===== config.mk =====
export PLATFORM = sky130hd
export DESIGN_NAME = sdram_arbiter_flat
export DESIGN_NICKNAME = d
export VERILOG_FILES = /design/src/rtl/poly94_mem_pkg.sv /design/src/rtl/sdram_arbiter_if.sv /design/src/rtl/sdram_arbiter.sv /design/src/flat_wrapper.sv
export SDC_FILE = /design/constraint.sdc
export NUM_CORES = 1
export LEC_CHECK = 0
export ABC_CLOCK_PERIOD_IN_PS = 3100
export BUFFER_PORTS_ARGS = -buffer_cell sky130_fd_sc_hd__buf_2
export CORE_MARGIN = 2
export CORE_UTILIZATION = 33
export CTS_BUF_LIST = sky130_fd_sc_hd__clkbuf_8
export DETAILED_ROUTE_END_ITERATION = 12
export PLACE_DENSITY = 0.87
export SETUP_SLACK_MARGIN = 0.3
export SKIP_LAST_GASP = 1
export SLEW_MARGIN = 15
export SYNTH_ARGS = -nofsm -noshare
export SYNTH_HDL_FRONTEND = slang
export SYNTH_SLANG_ARGS = --single-unit

===== constraint.sdc =====
create_clock -name clk_i -period 3.1 [get_ports clk_i]
set_input_delay 0.155 -clock clk_i [delete_from_list [all_inputs] [get_ports clk_i]]
set_output_delay 0.155 -clock clk_i [all_outputs]
set_load 0.03 [all_outputs]

===== src/rtl/poly94_mem_pkg.sv =====
// Shared memory-subsystem types: arbiter state encoding and the request
// bundle that is muxed onto the SDRAM controller port.
package poly94_mem_pkg;

   localparam int SDRAM_ADDR_W = 24;

   typedef enum logic [1:0] {
      IDLE    = 2'd0,
      GNT_V   = 2'd1,
      GNT_C   = 2'd2,
      RELEASE = 2'd3
   } arb_state_e;

   typedef struct packed {
      logic                    rd;
      logic                    wr;
      logic [SDRAM_ADDR_W-1:0] addr;
      logic [15:0]             wdata;
   } mem_req_t;

   function automatic mem_req_t mem_req_idle();
      mem_req_t r;
      r = '0;
      return r;
   endfunction

endpackage


===== src/rtl/sdram_arbiter_if.sv =====
// Bundle of the video, CPU and controller-side signals around the arbiter.
// Directions are named from the arbiter's point of view (slave modport).
interface sdram_arbiter_if
   import poly94_mem_pkg::*;
#(
   parameter int ADDR_W = SDRAM_ADDR_W
);
   logic              v_rd_i;
   logic [ADDR_W-1:0] v_addr_i;
   logic              v_ack_i;
   logic              v_rdy_o;

   logic              c_rd_i;
   logic              c_wr_i;
   logic [ADDR_W-1:0] c_addr_i;
   logic [15:0]       c_wdata_i;
   logic              c_ack_i;
   logic              c_rdy_o;

   logic              mem_rd_o;
   logic              mem_wr_o;
   logic [ADDR_W-1:0] mem_addr_o;
   logic [15:0]       mem_wdata_o;
   logic              mem_ack_o;
   logic              mem_rdy_i;

   logic [1:0]        grant_o;

   modport slave (
      input  v_rd_i, v_addr_i, v_ack_i,
      input  c_rd_i, c_wr_i, c_addr_i, c_wdata_i, c_ack_i,
      input  mem_rdy_i,
      output v_rdy_o, c_rdy_o,
      output mem_rd_o, mem_wr_o, mem_addr_o, mem_wdata_o, mem_ack_o,
      output grant_o
   );

   modport master (
      output v_rd_i, v_addr_i, v_ack_i,
      output c_rd_i, c_wr_i, c_addr_i, c_wdata_i, c_ack_i,
      output mem_rdy_i,
      input  v_rdy_o, c_rdy_o,
      input  mem_rd_o, mem_wr_o, mem_addr_o, mem_wdata_o, mem_ack_o,
      input  grant_o
   );

endinterface


===== src/rtl/sdram_arbiter.sv =====
// Two-port SDRAM arbiter: video (burst reads) has priority over the CPU
// bridge, with a starvation bound so CPU traffic always gets through.
//
//   state   | meaning
//   IDLE    | no owner, mem_* quiet, pick next owner
//   GNT_V   | video owns the controller port until v_ack_i
//   GNT_C   | CPU owns the controller port until c_ack_i
//   RELEASE | one quiet cycle so the controller sees request low between owners
module sdram_arbiter
   import poly94_mem_pkg::*;
#(
   parameter int STARVE_LIMIT = 2,
   parameter int ADDR_W       = SDRAM_ADDR_W
) (
   input  logic            clk_i,
   input  logic            rst_ni,
   sdram_arbiter_if.slave  bus
);

   localparam int CNT_W = $clog2(STARVE_LIMIT + 1);
   localparam logic [CNT_W-1:0] CNT_MAX = CNT_W'(STARVE_LIMIT);

   arb_state_e       state_q, state_d;
   logic [CNT_W-1:0] starve_q, starve_d;
   logic             c_pend;
   logic             v_wins;
   mem_req_t         req;
   logic             v_rdy, c_rdy, ack;

   assign c_pend = bus.c_rd_i | bus.c_wr_i;
   assign v_wins = bus.v_rd_i & (~c_pend | (starve_q < CNT_MAX));

   always_ff @(posedge clk_i or negedge rst_ni) begin
      if (!rst_ni) begin
         state_q  <= IDLE;
         starve_q <= '0;
      end else begin
         state_q  <= state_d;
         starve_q <= starve_d;
      end
   end

   // The counter only moves when a grant is taken, so it measures consecutive
   // video wins while the CPU is waiting.
   always_comb begin
      state_d  = state_q;
      starve_d = starve_q;
      unique case (state_q)
         IDLE: begin
            if (v_wins) begin
               state_d = GNT_V;
               if (!c_pend)
                  starve_d = '0;
               else if (starve_q != CNT_MAX)
                  starve_d = starve_q + 1'b1;
            end else if (c_pend) begin
               state_d  = GNT_C;
               starve_d = '0;
            end
         end
         GNT_V:   if (bus.v_ack_i) state_d = RELEASE;
         GNT_C:   if (bus.c_ack_i) state_d = RELEASE;
         RELEASE: state_d = IDLE;
         default: state_d = IDLE;
      endcase
   end

   always_comb begin
      req   = mem_req_idle();
      v_rdy = 1'b0;
      c_rdy = 1'b0;
      ack   = 1'b0;
      unique case (state_q)
         GNT_V: begin
            req.rd   = bus.v_rd_i;
            req.addr = SDRAM_ADDR_W'(bus.v_addr_i);
            v_rdy    = bus.mem_rdy_i;
            ack      = bus.v_ack_i;
         end
         GNT_C: begin
            req.rd    = bus.c_rd_i;
            req.wr    = bus.c_wr_i;
            req.addr  = SDRAM_ADDR_W'(bus.c_addr_i);
            req.wdata = bus.c_wdata_i;
            c_rdy     = bus.mem_rdy_i;
            ack       = bus.c_ack_i;
         end
         default: ;
      endcase
   end

   assign bus.mem_rd_o    = req.rd;
   assign bus.mem_wr_o    = req.wr;
   assign bus.mem_addr_o  = req.addr[ADDR_W-1:0];
   assign bus.mem_wdata_o = req.wdata;
   assign bus.mem_ack_o   = ack;
   assign bus.v_rdy_o     = v_rdy;
   assign bus.c_rdy_o     = c_rdy;
   assign bus.grant_o     = state_q;

endmodule


===== src/flat_wrapper.sv =====
// flat-port wrapper written by rule: the top's interface ports become plain ports
module sdram_arbiter_flat import poly94_mem_pkg::*;
#(
   parameter int STARVE_LIMIT = 2,
   parameter int ADDR_W       = SDRAM_ADDR_W
)
  (clk_i, rst_ni, bus_v_rd_i, bus_v_addr_i, bus_v_ack_i, bus_c_rd_i, bus_c_wr_i, bus_c_addr_i, bus_c_wdata_i, bus_c_ack_i, bus_mem_rdy_i, bus_v_rdy_o, bus_c_rdy_o, bus_mem_rd_o, bus_mem_wr_o, bus_mem_addr_o, bus_mem_wdata_o, bus_mem_ack_o, bus_grant_o);
  sdram_arbiter_if #(.ADDR_W(ADDR_W)) bus_i ();
  input  logic clk_i;
  input  logic rst_ni;
  input wire logic [$bits(bus_i.v_rd_i)-1:0] bus_v_rd_i;
  input wire logic [$bits(bus_i.v_addr_i)-1:0] bus_v_addr_i;
  input wire logic [$bits(bus_i.v_ack_i)-1:0] bus_v_ack_i;
  input wire logic [$bits(bus_i.c_rd_i)-1:0] bus_c_rd_i;
  input wire logic [$bits(bus_i.c_wr_i)-1:0] bus_c_wr_i;
  input wire logic [$bits(bus_i.c_addr_i)-1:0] bus_c_addr_i;
  input wire logic [$bits(bus_i.c_wdata_i)-1:0] bus_c_wdata_i;
  input wire logic [$bits(bus_i.c_ack_i)-1:0] bus_c_ack_i;
  input wire logic [$bits(bus_i.mem_rdy_i)-1:0] bus_mem_rdy_i;
  output wire logic [$bits(bus_i.v_rdy_o)-1:0] bus_v_rdy_o;
  output wire logic [$bits(bus_i.c_rdy_o)-1:0] bus_c_rdy_o;
  output wire logic [$bits(bus_i.mem_rd_o)-1:0] bus_mem_rd_o;
  output wire logic [$bits(bus_i.mem_wr_o)-1:0] bus_mem_wr_o;
  output wire logic [$bits(bus_i.mem_addr_o)-1:0] bus_mem_addr_o;
  output wire logic [$bits(bus_i.mem_wdata_o)-1:0] bus_mem_wdata_o;
  output wire logic [$bits(bus_i.mem_ack_o)-1:0] bus_mem_ack_o;
  output wire logic [$bits(bus_i.grant_o)-1:0] bus_grant_o;
  assign bus_i.v_rd_i = bus_v_rd_i;
  assign bus_i.v_addr_i = bus_v_addr_i;
  assign bus_i.v_ack_i = bus_v_ack_i;
  assign bus_i.c_rd_i = bus_c_rd_i;
  assign bus_i.c_wr_i = bus_c_wr_i;
  assign bus_i.c_addr_i = bus_c_addr_i;
  assign bus_i.c_wdata_i = bus_c_wdata_i;
  assign bus_i.c_ack_i = bus_c_ack_i;
  assign bus_i.mem_rdy_i = bus_mem_rdy_i;
  assign bus_v_rdy_o = bus_i.v_rdy_o;
  assign bus_c_rdy_o = bus_i.c_rdy_o;
  assign bus_mem_rd_o = bus_i.mem_rd_o;
  assign bus_mem_wr_o = bus_i.mem_wr_o;
  assign bus_mem_addr_o = bus_i.mem_addr_o;
  assign bus_mem_wdata_o = bus_i.mem_wdata_o;
  assign bus_mem_ack_o = bus_i.mem_ack_o;
  assign bus_grant_o = bus_i.grant_o;
  sdram_arbiter #(.STARVE_LIMIT(STARVE_LIMIT), .ADDR_W(ADDR_W)) u_core (.clk_i(clk_i), .rst_ni(rst_ni), .bus(bus_i));
endmodule

; ---- Word level (Yosys, flattened, before mapping)
; Index checks and enable logic that the tools add are counted.
[word_totals]
ff_bits = 4
input_bits = 72
output_inout_bits = 47
elab_cells = 36
[op_classes]
n_addsub = 1
n_lt_le_gt_ge = 1
n_eq_ne = 8
muxes = 16
n_bitwise = 4
reduce_logical = 4
[ops]
columns = op, count
row1 = $pmux 24 s2, 1
row2 = $mux 16, 1
row3 = $mux 2, 8
row4 = $pmux 2 s4, 1
row5 = $ne 2x2->1 const B, 3
row6 = $reduce_and 3->1, 2
row7 = $eq 2x2->1 const B, 2
row8 = $pmux 1 s2, 2
row9 = $mux 1, 3
row10 = $ne 3x1->1 const B, 1
row11 = $ne 3x3->1 const B, 1
row12 = $add 2x1->2 const B, 1
row13 = $eq 2x1->1 const B, 1
row14 = $logic_not 2->1, 1
row15 = $lt 2x2->1 const B, 1
row16 = $or 1x1->1, 2
row17 = $reduce_bool 2->1, 1
row18 = $and 1x1->1, 1
row19 = $not 1->1, 1

; ---- Depth between registers and ports, before layout
; Gate-level depths: netlist of the first run.
[logic_depth]
ltp_word = 6
depth_mapped = 6
mapped_depth_nobuf = 5

; ---- Least setup slack after synthesis of the first run
; Ideal clock, no wire load.
[synth_path]
path_type = register to output
start = register u_core.state_q[0], in the netlist u_core.bus.grant_o[0]
end = output bus_mem_ack_o
arrival_time_ns = 1.700
required_ns = 2.945
setup_slack_ns = 1.245
path_stages_with_launch = 5
path_buffers = 1
cell_sequence = dfrtp_1 -> inv_1 -> ha_1 -> clkbuf_1 -> nor2b_1
[synth_via]
elab_chain_cells = 2
elab_cells_between_ends = 3
cone_classes = eq/ne (2) / mux (1)
[synth_lines]
columns = item, line
row1 = start: declaration, sdram_arbiter.sv:23  ; arb_state_e state_q, state_d;
row2 = start signal: assignment, sdram_arbiter.sv:38  ; state_q <= state_d;
row3 = $eq 2x2->1 / $eq 2x1->1 (equally long branches), sdram_arbiter.sv:73  ; unique case (state_q)
row4 = $pmux 1 s2 (*), sdram_arbiter.sv:73
row5 = end: declaration, flat_wrapper.sv:26  ; output wire logic [$bits(bus_i.mem_ack_o)-1:0] bus_mem_ack_o;
; Every way passes the cells marked *; elsewhere a longest branch is shown, timed or not.

; ---- Final worst setup path of the first run
[layout_path]
start = register u_core.state_q[0], in the netlist u_core.bus.grant_o[0]
end = output bus_mem_addr_o[18]
[layout_via]
elab_chain_cells = 2
elab_cells_between_ends = 3
cone_classes = eq/ne (2) / mux (1)
[layout_lines]
columns = item, line
row1 = $eq 2x2->1 / $eq 2x1->1 (equally long branches), sdram_arbiter.sv:73
row2 = $pmux 24 s2 (*), sdram_arbiter.sv:73
row3 = end: declaration, flat_wrapper.sv:24  ; output wire logic [$bits(bus_i.mem_addr_o)-1:0] bus_mem_addr_o;
; Marks and branches as above.

==> flow_metrics.tcl, run 1 <==
set metrics [dict create \
    die-area_um2 2940 \
    htree_num_levels 1 \
    placed_cells 255 \
    antenna_left 0 \
    multi_input_area_um2 662 \
    track_usage_pct 18.1 \
    fp.dieW_um 54.3 \
    antenna_found_initial 0 \
    status "completed" \
    cts_tree "yes" \
    p_per_area_nw_per_um2 1040 \
    tightest_slew_ps 597 \
    finalCritPeriodShare_pct 70.4 \
    avgSynthCellArea_um2 7.25 \
    min_period_ps 2180 \
    synth_top_cell_by_area "a22oi_1" \
    reg2reg_slack_ps 1210 \
    yosys_warnings 0 \
    finalSetupViolations 0 \
    cp_slowest_cell "ha_1" \
    hold_viol 0 \
    cts_buffer_depth 2 \
    drv_slew 0 \
    skew_ps 0.693 \
    cts_buffers 3 \
    p_seq_share_pct 6.1 \
    start_util_pct 34.3 \
    gp_congestion 0.687 \
    synth.distinct_cells 23 \
    post_dp_cell_area_um2 1430 \
    final_nets 307 \
    seq_area_um2 100 \
    hold_buffers 1 \
    core_um2 2430 \
    io_buffers 118 \
    r2r-start "u_core.bus.grant_o[1]$_DFFE_PN0P_" \
    worstPathRequired_ps 2940 \
    grt_pass1_vias 924 \
    p_clk_share_pct 7.1 \
    total_power_uw 1530 \
    p_comb_share_pct 86.7 \
    path_buf_inv 3 \
    cts_setup_buffers 0 \
    p_int_uw 637 \
    end_kind "output pin" \
    num_antenna_cells 0 \
    power_switching_share_pct 58.4 \
    async_reset_ff_share_pct 100 \
    drtIter0Drc 36 \
    final_layout_size_suffix_gt1_share_pct 53.7 \
    cts_root_buf "clkbuf_8" \
    utilization_pct 60.8 \
    fmax_mhz 458 \
    drc 0 \
    synth_edf_count 0 \
    grt_max_degree 31 \
    num_rows 18 \
    syn_nets 191 \
    worst-path-stages 6 \
    cp-start-kind "flop" \
    crit_fanout 25 \
    ir_worst_vdd_v 0.000677 \
    worstSkewPairLatency_ps 220 \
    critPathMaxStageDelay_ps 500 \
    most-common-layout-cells "118 x buf_2, 27 x nor2b_1, 26 x a22oi_1, 19 x and2_1" \
    path_clk_slew_ps 30 \
    crit_type "flop to output pin" \
    ys_seq_elements 4 \
    rr_endpoint "u_core.bus.grant_o[0]$_DFFE_PN0P_" \
    p_switching_uw 895 \
    path_cells "inv_1 > ha_1 > buf_4 > a22oi_1 > nor2b_1 > buf_2" \
    totalWireLength_mm 3.07 \
    nFillCells 233 \
    maxCapViolCount 0 \
    vias 1291 \
    die_h_um 54.3 \
    fin_cells 259 \
    stdcell_area_um2 1480 \
    p_leak_uw 0.000844 \
    first_pass_iters 4 \
    grt_remaining_overflow 0 \
    syn_area_um2 833 \
    ys_top_cells_by_area "a22oi_1 23%, nor2b_1 20%, and2_1 14%, dfrtp_1 12%, ha_1 6.0%" \
    critPathTopFamily "buffers and inverters" \
    cts_sinks 4 \
    cp_data_arrival_time_ps 2030 \
    timing.slew.headroom_pct 60.2 \
    synth_top_area_share_pct 23.4 \
    via_per_inst 4.98 \
    grt_pass1_wl_mm 3.95 \
    io_pins 119 \
    grt_setup_unrepaired "false" \
    ff2ff_path_depth 5 \
    postSynthCellCount 115 \
    cts_resized 0 \
    wl_per_cell_um 11.8 \
    finalSetupTns_ps 0 \
    synth_ff_type "dfrtp_1" \
    synth_seq_area_share_pct 12.0 \
    min_path_type "primary input to asynchronous set/reset pin" \
    syn2layout_area_growth_pct 77.5 \
    final_common_cell "buf_2" \
    dp_hpwl_mm 2.47 \
]
## cell usage after synthesis, types with 2 or more instances
master / n
a222oi_1: 2
a22o_1: 2
a22oi_1: 26
and2_1: 19
buf_2: 3
clkbuf_1: 6
clkinv_1: 2
dfrtp_1: 4
ha_1: 4
inv_1: 4
nand2_1: 4
nor2b_1: 27
o21ai_1: 2
## flip-flops by register name (all words and copies together) (netlist names)
register            cells
u_core.bus.grant_o      2
u_core.starve_q         2
## worst reg2reg max path: cells and delay by family, from the launching register on
family                     cells  cell delay (ps)
DFF                            1              380
adders and majority gates      1              660
buffers and inverters          1               70
and+or+nand+nor                1              210
AOI/OAI and AO/OA              2              500
## cell type report
cell class,instances,area share [%]
multi-input combinational,95,44.8
timing repair buffer,121,41.6
sequential,4,6.77
clock buffer,3,2.79
tap,30,2.54
inverter,6,1.52
## logic make-up after synthesis
group,count (synthesis),share of synthesized area (%)
AOI/OAI and AO/OA,38,34.4
adders and majority gates,4,6.01
buffers and inverters,16,8.56
DFF,4,12.0
and+or+nand+nor,53,39.0
## how the worst max path moves through the flow
stage / startpoint / end / slack, ps
after floorplan: u_core.bus.grant_o[0]$_DFFE_PN0P_ / bus_mem_ack_o / 1240
after global placement: u_core.bus.grant_o[1]$_DFFE_PN0P_ / u_core.bus.grant_o[0]$_DFFE_PN0P_ / 1140
after detailed placement: u_core.bus.grant_o[0]$_DFFE_PN0P_ / bus_mem_addr_o[1] / 1130
after CTS: u_core.bus.grant_o[0]$_DFFE_PN0P_ / bus_mem_addr_o[1] / 900
after global routing: u_core.bus.grant_o[0]$_DFFE_PN0P_ / bus_mem_addr_o[19] / 710
final: u_core.bus.grant_o[0]$_DFFE_PN0P_ / bus_mem_addr_o[18] / 920
## layer usage
metal,vias up,global-route usage (%),wire (µm)
li1,644,-,-
met4,0,8.75,44
met3,4,2.73,354
met5,-,0,0
met2,77,29.3,1510
met1,566,23.4,1160
## power groups by stage
stage               Sequential, µW  Combinational, µW  Clock [µW]
global placement              94.3               1330           0
finish                        93.9               1330         109
CTS                           94.7               1340         112
detailed placement            95.2               1330           0
floorplan                      116                999           0
global route                  98.2               1450         113
## stage by stage
step / setup slack [ps] / hold slack (ps)
2_1_floorplan: 1240 / -141
3_3_place_gp: 1140 / -35.2
3_5_place_dp: 1130 / -33.7
4_1_cts: 898 / 271
5_1_grt: 708 / 286
6_report: 916 / 274
(Power assumes the default switching activity.)
==> run 2, diff against run 1 <==
--- a/config.mk
+++ b/config.mk
@@ -5,13 +5,13 @@
 export SDC_FILE = /design/constraint.sdc
 export NUM_CORES = 1
 export LEC_CHECK = 0
-export ABC_CLOCK_PERIOD_IN_PS = 3100
+export ABC_CLOCK_PERIOD_IN_PS = 1920
 export BUFFER_PORTS_ARGS = -buffer_cell sky130_fd_sc_hd__buf_2
 export CORE_MARGIN = 2
-export CORE_UTILIZATION = 33
+export CORE_UTILIZATION = 28
 export CTS_BUF_LIST = sky130_fd_sc_hd__clkbuf_8
 export DETAILED_ROUTE_END_ITERATION = 12
-export PLACE_DENSITY = 0.87
+export PLACE_DENSITY = 0.79
 export SETUP_SLACK_MARGIN = 0.3
 export SKIP_LAST_GASP = 1
 export SLEW_MARGIN = 15
==> constraint.sdc (replaced) <==
create_clock -name clk_i -period 1.92 [get_ports clk_i]
set_input_delay 0.096 -clock clk_i [delete_from_list [all_inputs] [get_ports clk_i]]
set_output_delay 0.096 -clock clk_i [all_outputs]
set_load 0.03 [all_outputs]
==> flow_metrics.tcl, run 2 (synthesis results as in run 1) <==
set metrics [dict create \
    status "completed" \
    finalSetupViolations 0 \
    core_um2 2780 \
    final_layout_size_suffix_gt1_share_pct 73.1 \
    cts_tree "yes" \
    io_pins 119 \
    num_rows 19 \
    ir_worst_vdd_v 0.00115 \
    path_clk_slew_ps 30 \
    vias 1329 \
    drc 0 \
    grt_pass1_vias 1251 \
    p_per_area_nw_per_um2 1800 \
    p_leak_uw 0.000936 \
    post-place-ws_ps 378 \
    min_path_type "primary input to asynchronous set/reset pin" \
    num_antenna_cells 0 \
    fp.dieW_um 58.6 \
    path_buf_inv 3 \
    cts_root_buf "clkbuf_8" \
    finalCritPeriodShare_pct 83.1 \
    maxCapViolCount 0 \
    cp-start-kind "flop" \
    grt_setup_unrepaired "true" \
    cts_buffer_depth 2 \
    p_switching_uw 1690 \
    die_h_um 58.6 \
    power_switching_share_pct 51.2 \
    skew_ps 1.24 \
    finalSetupTns_ps 0 \
    fin_cells 265 \
    grt_remaining_overflow 0 \
    start_util_pct 30.0 \
    gp_congestion 0.790 \
    cp_data_arrival_time_ps 1500 \
    worstPathRequired_ps 1820 \
    grt_pass1_wl_mm 4.88 \
    min_period_ps 1590 \
    timing.slew.headroom_pct 78.2 \
    drtIter0Drc 40 \
    final_common_cell "buf_2" \
    fmax_mhz 627 \
    whs_ps 209 \
    p_seq_share_pct 5.3 \
    placed_cells 259 \
    cts_sinks 4 \
    p_comb_share_pct 89.5 \
    p_clk_share_pct 5.2 \
    critPathTopFamily "buffers and inverters" \
    antenna_left 0 \
    totalWireLength_mm 3.48 \
    syn2layout_area_growth_pct 120 \
    crit_type "flop to output pin" \
    utilization_pct 65.9 \
    htree_num_levels 1 \
    crit_fanout 12 \
    tightest_slew_ps 327 \
    grt_max_degree 27 \
    dp_hpwl_mm 2.57 \
    worstSkewPairLatency_ps 210 \
    io_buffers 118 \
    die-area_um2 3430 \
    track_usage_pct 17.8 \
    drv_slew 0 \
    cts_buffers 3 \
    via_per_inst 5.02 \
    cp_slowest_cell "dfrtp_2" \
    critPathMaxStageDelay_ps 440 \
    path_cells "inv_4 > ha_4 > buf_8 > a22oi_2 > nor2b_4 > clkbuf_4" \
    cts_setup_buffers 0 \
    first_pass_iters 5 \
    final_nets 312 \
    most-common-layout-cells "92 x buf_2, 23 x buf_4, 19 x and2_1, 18 x nor2b_2, 16 x a22oi_1" \
    antenna_found_initial 0 \
    hold_viol 0 \
    end_kind "output pin" \
    wl_per_cell_um 13.1 \
    fin_ws_ps 325 \
    p_int_uw 1610 \
]
==> run 2: cell types whose count changed in the layout (fill, tap and decap cells not counted), moves of 10 or more <==
cell     delta
a22oi_1    -10
a22oi_2    +10
buf_2      -26
buf_4      +21
nor2b_1    -26
nor2b_2    +18
==> run 2: final timing paths <==
path                                              startpoint                                end  depth (start not counted)  slack (ps)
hold reg to reg               u_core.starve_q[1]$_DFFE_PN0P_     u_core.starve_q[1]$_DFFE_PN0P_                          2         550
hold / removal                                        rst_ni     u_core.starve_q[1]$_DFFE_PN0P_                          2         210
max in group asynchronous                             rst_ni  u_core.bus.grant_o[0]$_DFFE_PN0P_                          2        1580
setup / recovery           u_core.bus.grant_o[0]$_DFFE_PN0P_                 bus_mem_addr_o[11]                          6         330
min in group clk_i                                bus_v_rd_i     u_core.starve_q[0]$_DFFE_PN0P_                          4         260
setup reg to reg           u_core.bus.grant_o[1]$_DFFE_PN0P_  u_core.bus.grant_o[0]$_DFFE_PN0P_                          5         400
==> run 2: worst reg2reg max path, cell delays in order, from the launching register on <==
cell,delay (ps)
dfrtp_2,410
inv_2,80
ha_4,180
clkbuf_4,180
a221o_1,320
a22o_1,240
==> run 2: layout make-up <==
class / instances / area (µm²)
clock buffer: 3 / 41.3
fill: 240 / 950
inverter: 6 / 25.0
multi-input combinational: 95 / 855
sequential: 4 / 103
tap: 31 / 38.8
timing repair buffer: 126 / 769
==> run 2: power groups by stage <==
stage / Sequential, µW / Clock [µW] / Combinational (µW)
global route: 181 / 180 / 3130
floorplan: 192 / 0 / 1870
CTS: 167 / 174 / 2730
global placement: 157 / 0 / 2470
detailed placement: 162 / 0 / 2470
finish: 176 / 171 / 2950
==> run 2: what timing repair did <==
action / 4_1_cts / 5_1_grt
cloned: 1 / 1
hold endpoints to repair: 4 / 0
setup endpoints to repair: 37 / 27
hold buffers: 1 / 0
resized for setup: 36 / 26
pin swaps: 0 / 1
==> run 2: routing by layer <==
metal	GRT usage, %	wire, µm	vias up
li1	-	-	652
met1	18.3	1240	585
met2	36.3	1760	90
met3	3.30	453	2
met4	3.99	22	0
met5	0	0	-
==> run 2: per-stage QoR <==
| step | area [µm²] | power (µW) |
|---|---|---|
| after floorplan | 941 | 2060 |
| after global placement | 1560 | 2630 |
| after detailed placement | 1560 | 2630 |
| after CTS | 1730 | 3070 |
| after global routing | 1830 | 3490 |
| final | 1830 | 3300 |
==> run 3, diff against run 2 <==
--- a/config.mk
+++ b/config.mk
@@ -5,7 +5,7 @@
 export SDC_FILE = /design/constraint.sdc
 export NUM_CORES = 1
 export LEC_CHECK = 0
-export ABC_CLOCK_PERIOD_IN_PS = 1920
+export ABC_CLOCK_PERIOD_IN_PS = 1350
 export BUFFER_PORTS_ARGS = -buffer_cell sky130_fd_sc_hd__buf_2
 export CORE_MARGIN = 2
 export CORE_UTILIZATION = 28
==> constraint.sdc (replaced) <==
create_clock -name clk_i -period 1.35 [get_ports clk_i]
set_input_delay 0.0675 -clock clk_i [delete_from_list [all_inputs] [get_ports clk_i]]
set_output_delay 0.0675 -clock clk_i [all_outputs]
set_load 0.03 [all_outputs]
==> flow_metrics.tcl, run 3 (synthesis results as in run 1) <==
set metrics [dict create \
    final_nets 327 \
    start_util_pct 30.0 \
    cts_buffer_depth 2 \
    fp.dieW_um 58.6 \
    track_usage_pct 30.0 \
    reg2reg_slack_ps -260 \
    cp-start-kind "flop" \
    drtIter0Drc 76 \
    gp_congestion 0.784 \
    p_switching_uw 3150 \
    io_pins 119 \
    finalCritPeriodShare_pct 122 \
    core_um2 2780 \
    path_clk_slew_ps 30 \
    finalSetupTns_ps -10250 \
    fin_ws_ps -296 \
    p_clk_share_pct 3.7 \
    cts_sinks 4 \
    totalWireLength_mm 6.26 \
    grt_pass1_wl_mm 7.80 \
    status "complete, but fails checks" \
    p_int_uw 3730 \
    timing.slew.headroom_pct 71.0 \
    final_layout_size_suffix_gt1_share_pct 90.4 \
    final_common_cell "buf_2" \
    grt_max_degree 13 \
    wl_per_cell_um 22.4 \
    die-area_um2 3430 \
    crit_type "flop to output pin" \
    min_period_ps 1650 \
    whs_ps 189 \
    grt_remaining_overflow 0 \
    grt_pass1_vias 1622 \
    dp_hpwl_mm 3.12 \
    cp_data_arrival_time_ps 1580 \
    r2r-start "u_core.bus.grant_o[0]$_DFFE_PN0P_" \
    via_per_inst 5.74 \
    violations "setup timing" \
    finalSetupViolations 47 \
    most-common-layout-cells "71 x buf_2, 40 x buf_6, 24 x a22oi_2, 20 x nor2b_4" \
    num_antenna_cells 0 \
    ir_worst_vdd_v 0.00269 \
    hold_viol 0 \
    grt_setup_unrepaired "true" \
    stdcell_area_um2 2450 \
    crit_fanout 6 \
    antenna_found_initial 0 \
    vias 1607 \
    worstPathRequired_ps 1280 \
    drv_slew 0 \
    antenna_left 0 \
    post-place-ws_ps -76.8 \
    io_buffers 118 \
    nFillCells 132 \
    power_switching_share_pct 45.7 \
    cts_root_buf "clkbuf_8" \
    p_per_area_nw_per_um2 2800 \
    p_seq_share_pct 3.7 \
    tightest_slew_ps 435 \
    cp-startpoint "u_core.bus.grant_o[0]$_DFFE_PN0P_" \
    drc 0 \
    skew_ps 0.863 \
    die_h_um 58.6 \
    syn2layout_area_growth_pct 194 \
    crit_path_end "bus_mem_addr_o[13]" \
    maxCapViolCount 0 \
    p_comb_share_pct 92.6 \
    num_rows 19 \
    htree_num_levels 1 \
    cts_tree "yes" \
    fmax_mhz 608 \
    first_pass_iters 4 \
    post_dp_cell_area_um2 1830 \
    rr_endpoint "u_core.bus.grant_o[1]$_DFFE_PN0P_" \
    p_leak_uw 0.00117 \
    ff2ff_path_depth 5 \
    total_power_uw 6880 \
    worstSkewPairLatency_ps 220 \
    cts_buffers 3 \
    min_path_type "primary input to asynchronous set/reset pin" \
    end_kind "output pin" \
]
## run 3: changes by cell type in the layout (fill, tap and decap cells not counted), sizes merged
| cell | previous run | this run |
|---|---|---|
| buf | 122 | 139 |
| clkbuf | 6 | 4 |
## run 3: layout make-up
cell class | instances | area (µm²) | share of cell area (%)
timing repair buffer | 141 | 1180 | 47.9
sequential | 4 | 103 | 4.18
tap | 31 | 38.8 | 1.58
multi-input combinational | 95 | 1070 | 43.5
clock buffer | 3 | 41.3 | 1.68
inverter | 6 | 27.5 | 1.12
## run 3: worst min-delay path by stage
stage,endpoint,slack [ps],from
4_1_cts,u_core.starve_q[1]$_DFFE_PN0P_,190,rst_ni
3_3_place_gp,u_core.starve_q[1]$_DFFE_PN0P_,-120,rst_ni
5_1_grt,u_core.starve_q[1]$_DFFE_PN0P_,210,rst_ni
2_1_floorplan,u_core.bus.grant_o[0]$_DFFE_PN0P_,-230,rst_ni
3_5_place_dp,u_core.starve_q[1]$_DFFE_PN0P_,-120,rst_ni
6_report,u_core.starve_q[1]$_DFFE_PN0P_,190,rst_ni
## run 3: timing repair
action                                  CTS  global route
setup buffers                             3             1
hold buffers                              1             0
gates resized for setup                 102            22
endpoints found under the setup margin   49            51
hold endpoints to repair                  4             0
pin swaps                                21             7
cloned                                    4             1
## run 3: routing by layer
layer / up-vias / global-route usage [%] / routed length, µm
li1: 689 / - / -
met1: 778 / 28.9 / 2020
met2: 108 / 57.1 / 3370
met3: 32 / 6.15 / 532
met5: - / 0 / 0
met4: 0 / 18.9 / 338
## run 3: power by group through the flow
| stage | Combinational [µW] | Clock, µW | Sequential [µW] |
|---|---|---|---|
| floorplan | 3280 | 0 | 278 |
| global placement | 4350 | 0 | 220 |
| detailed placement | 4390 | 0 | 224 |
| CTS | 5860 | 264 | 250 |
| global route | 6600 | 270 | 259 |
| finish | 6370 | 256 | 254 |
## run 3: worst max-delay path, stage by stage (launching register included)
cell and delay, ps:
dfrtp_2 440, inv_4 90, ha_4 220, buf_12 150, a22oi_1 100, nor2b_2 160
buf_4 180
## run 3: metrics by stage
stage | utilization (%) | cells
final | 88.2 | 280
after global routing | 88.2 | 280
after CTS | 84.2 | 278
after detailed placement | 65.8 | 267
after global placement | 65.8 | 267
after floorplan | - | 115
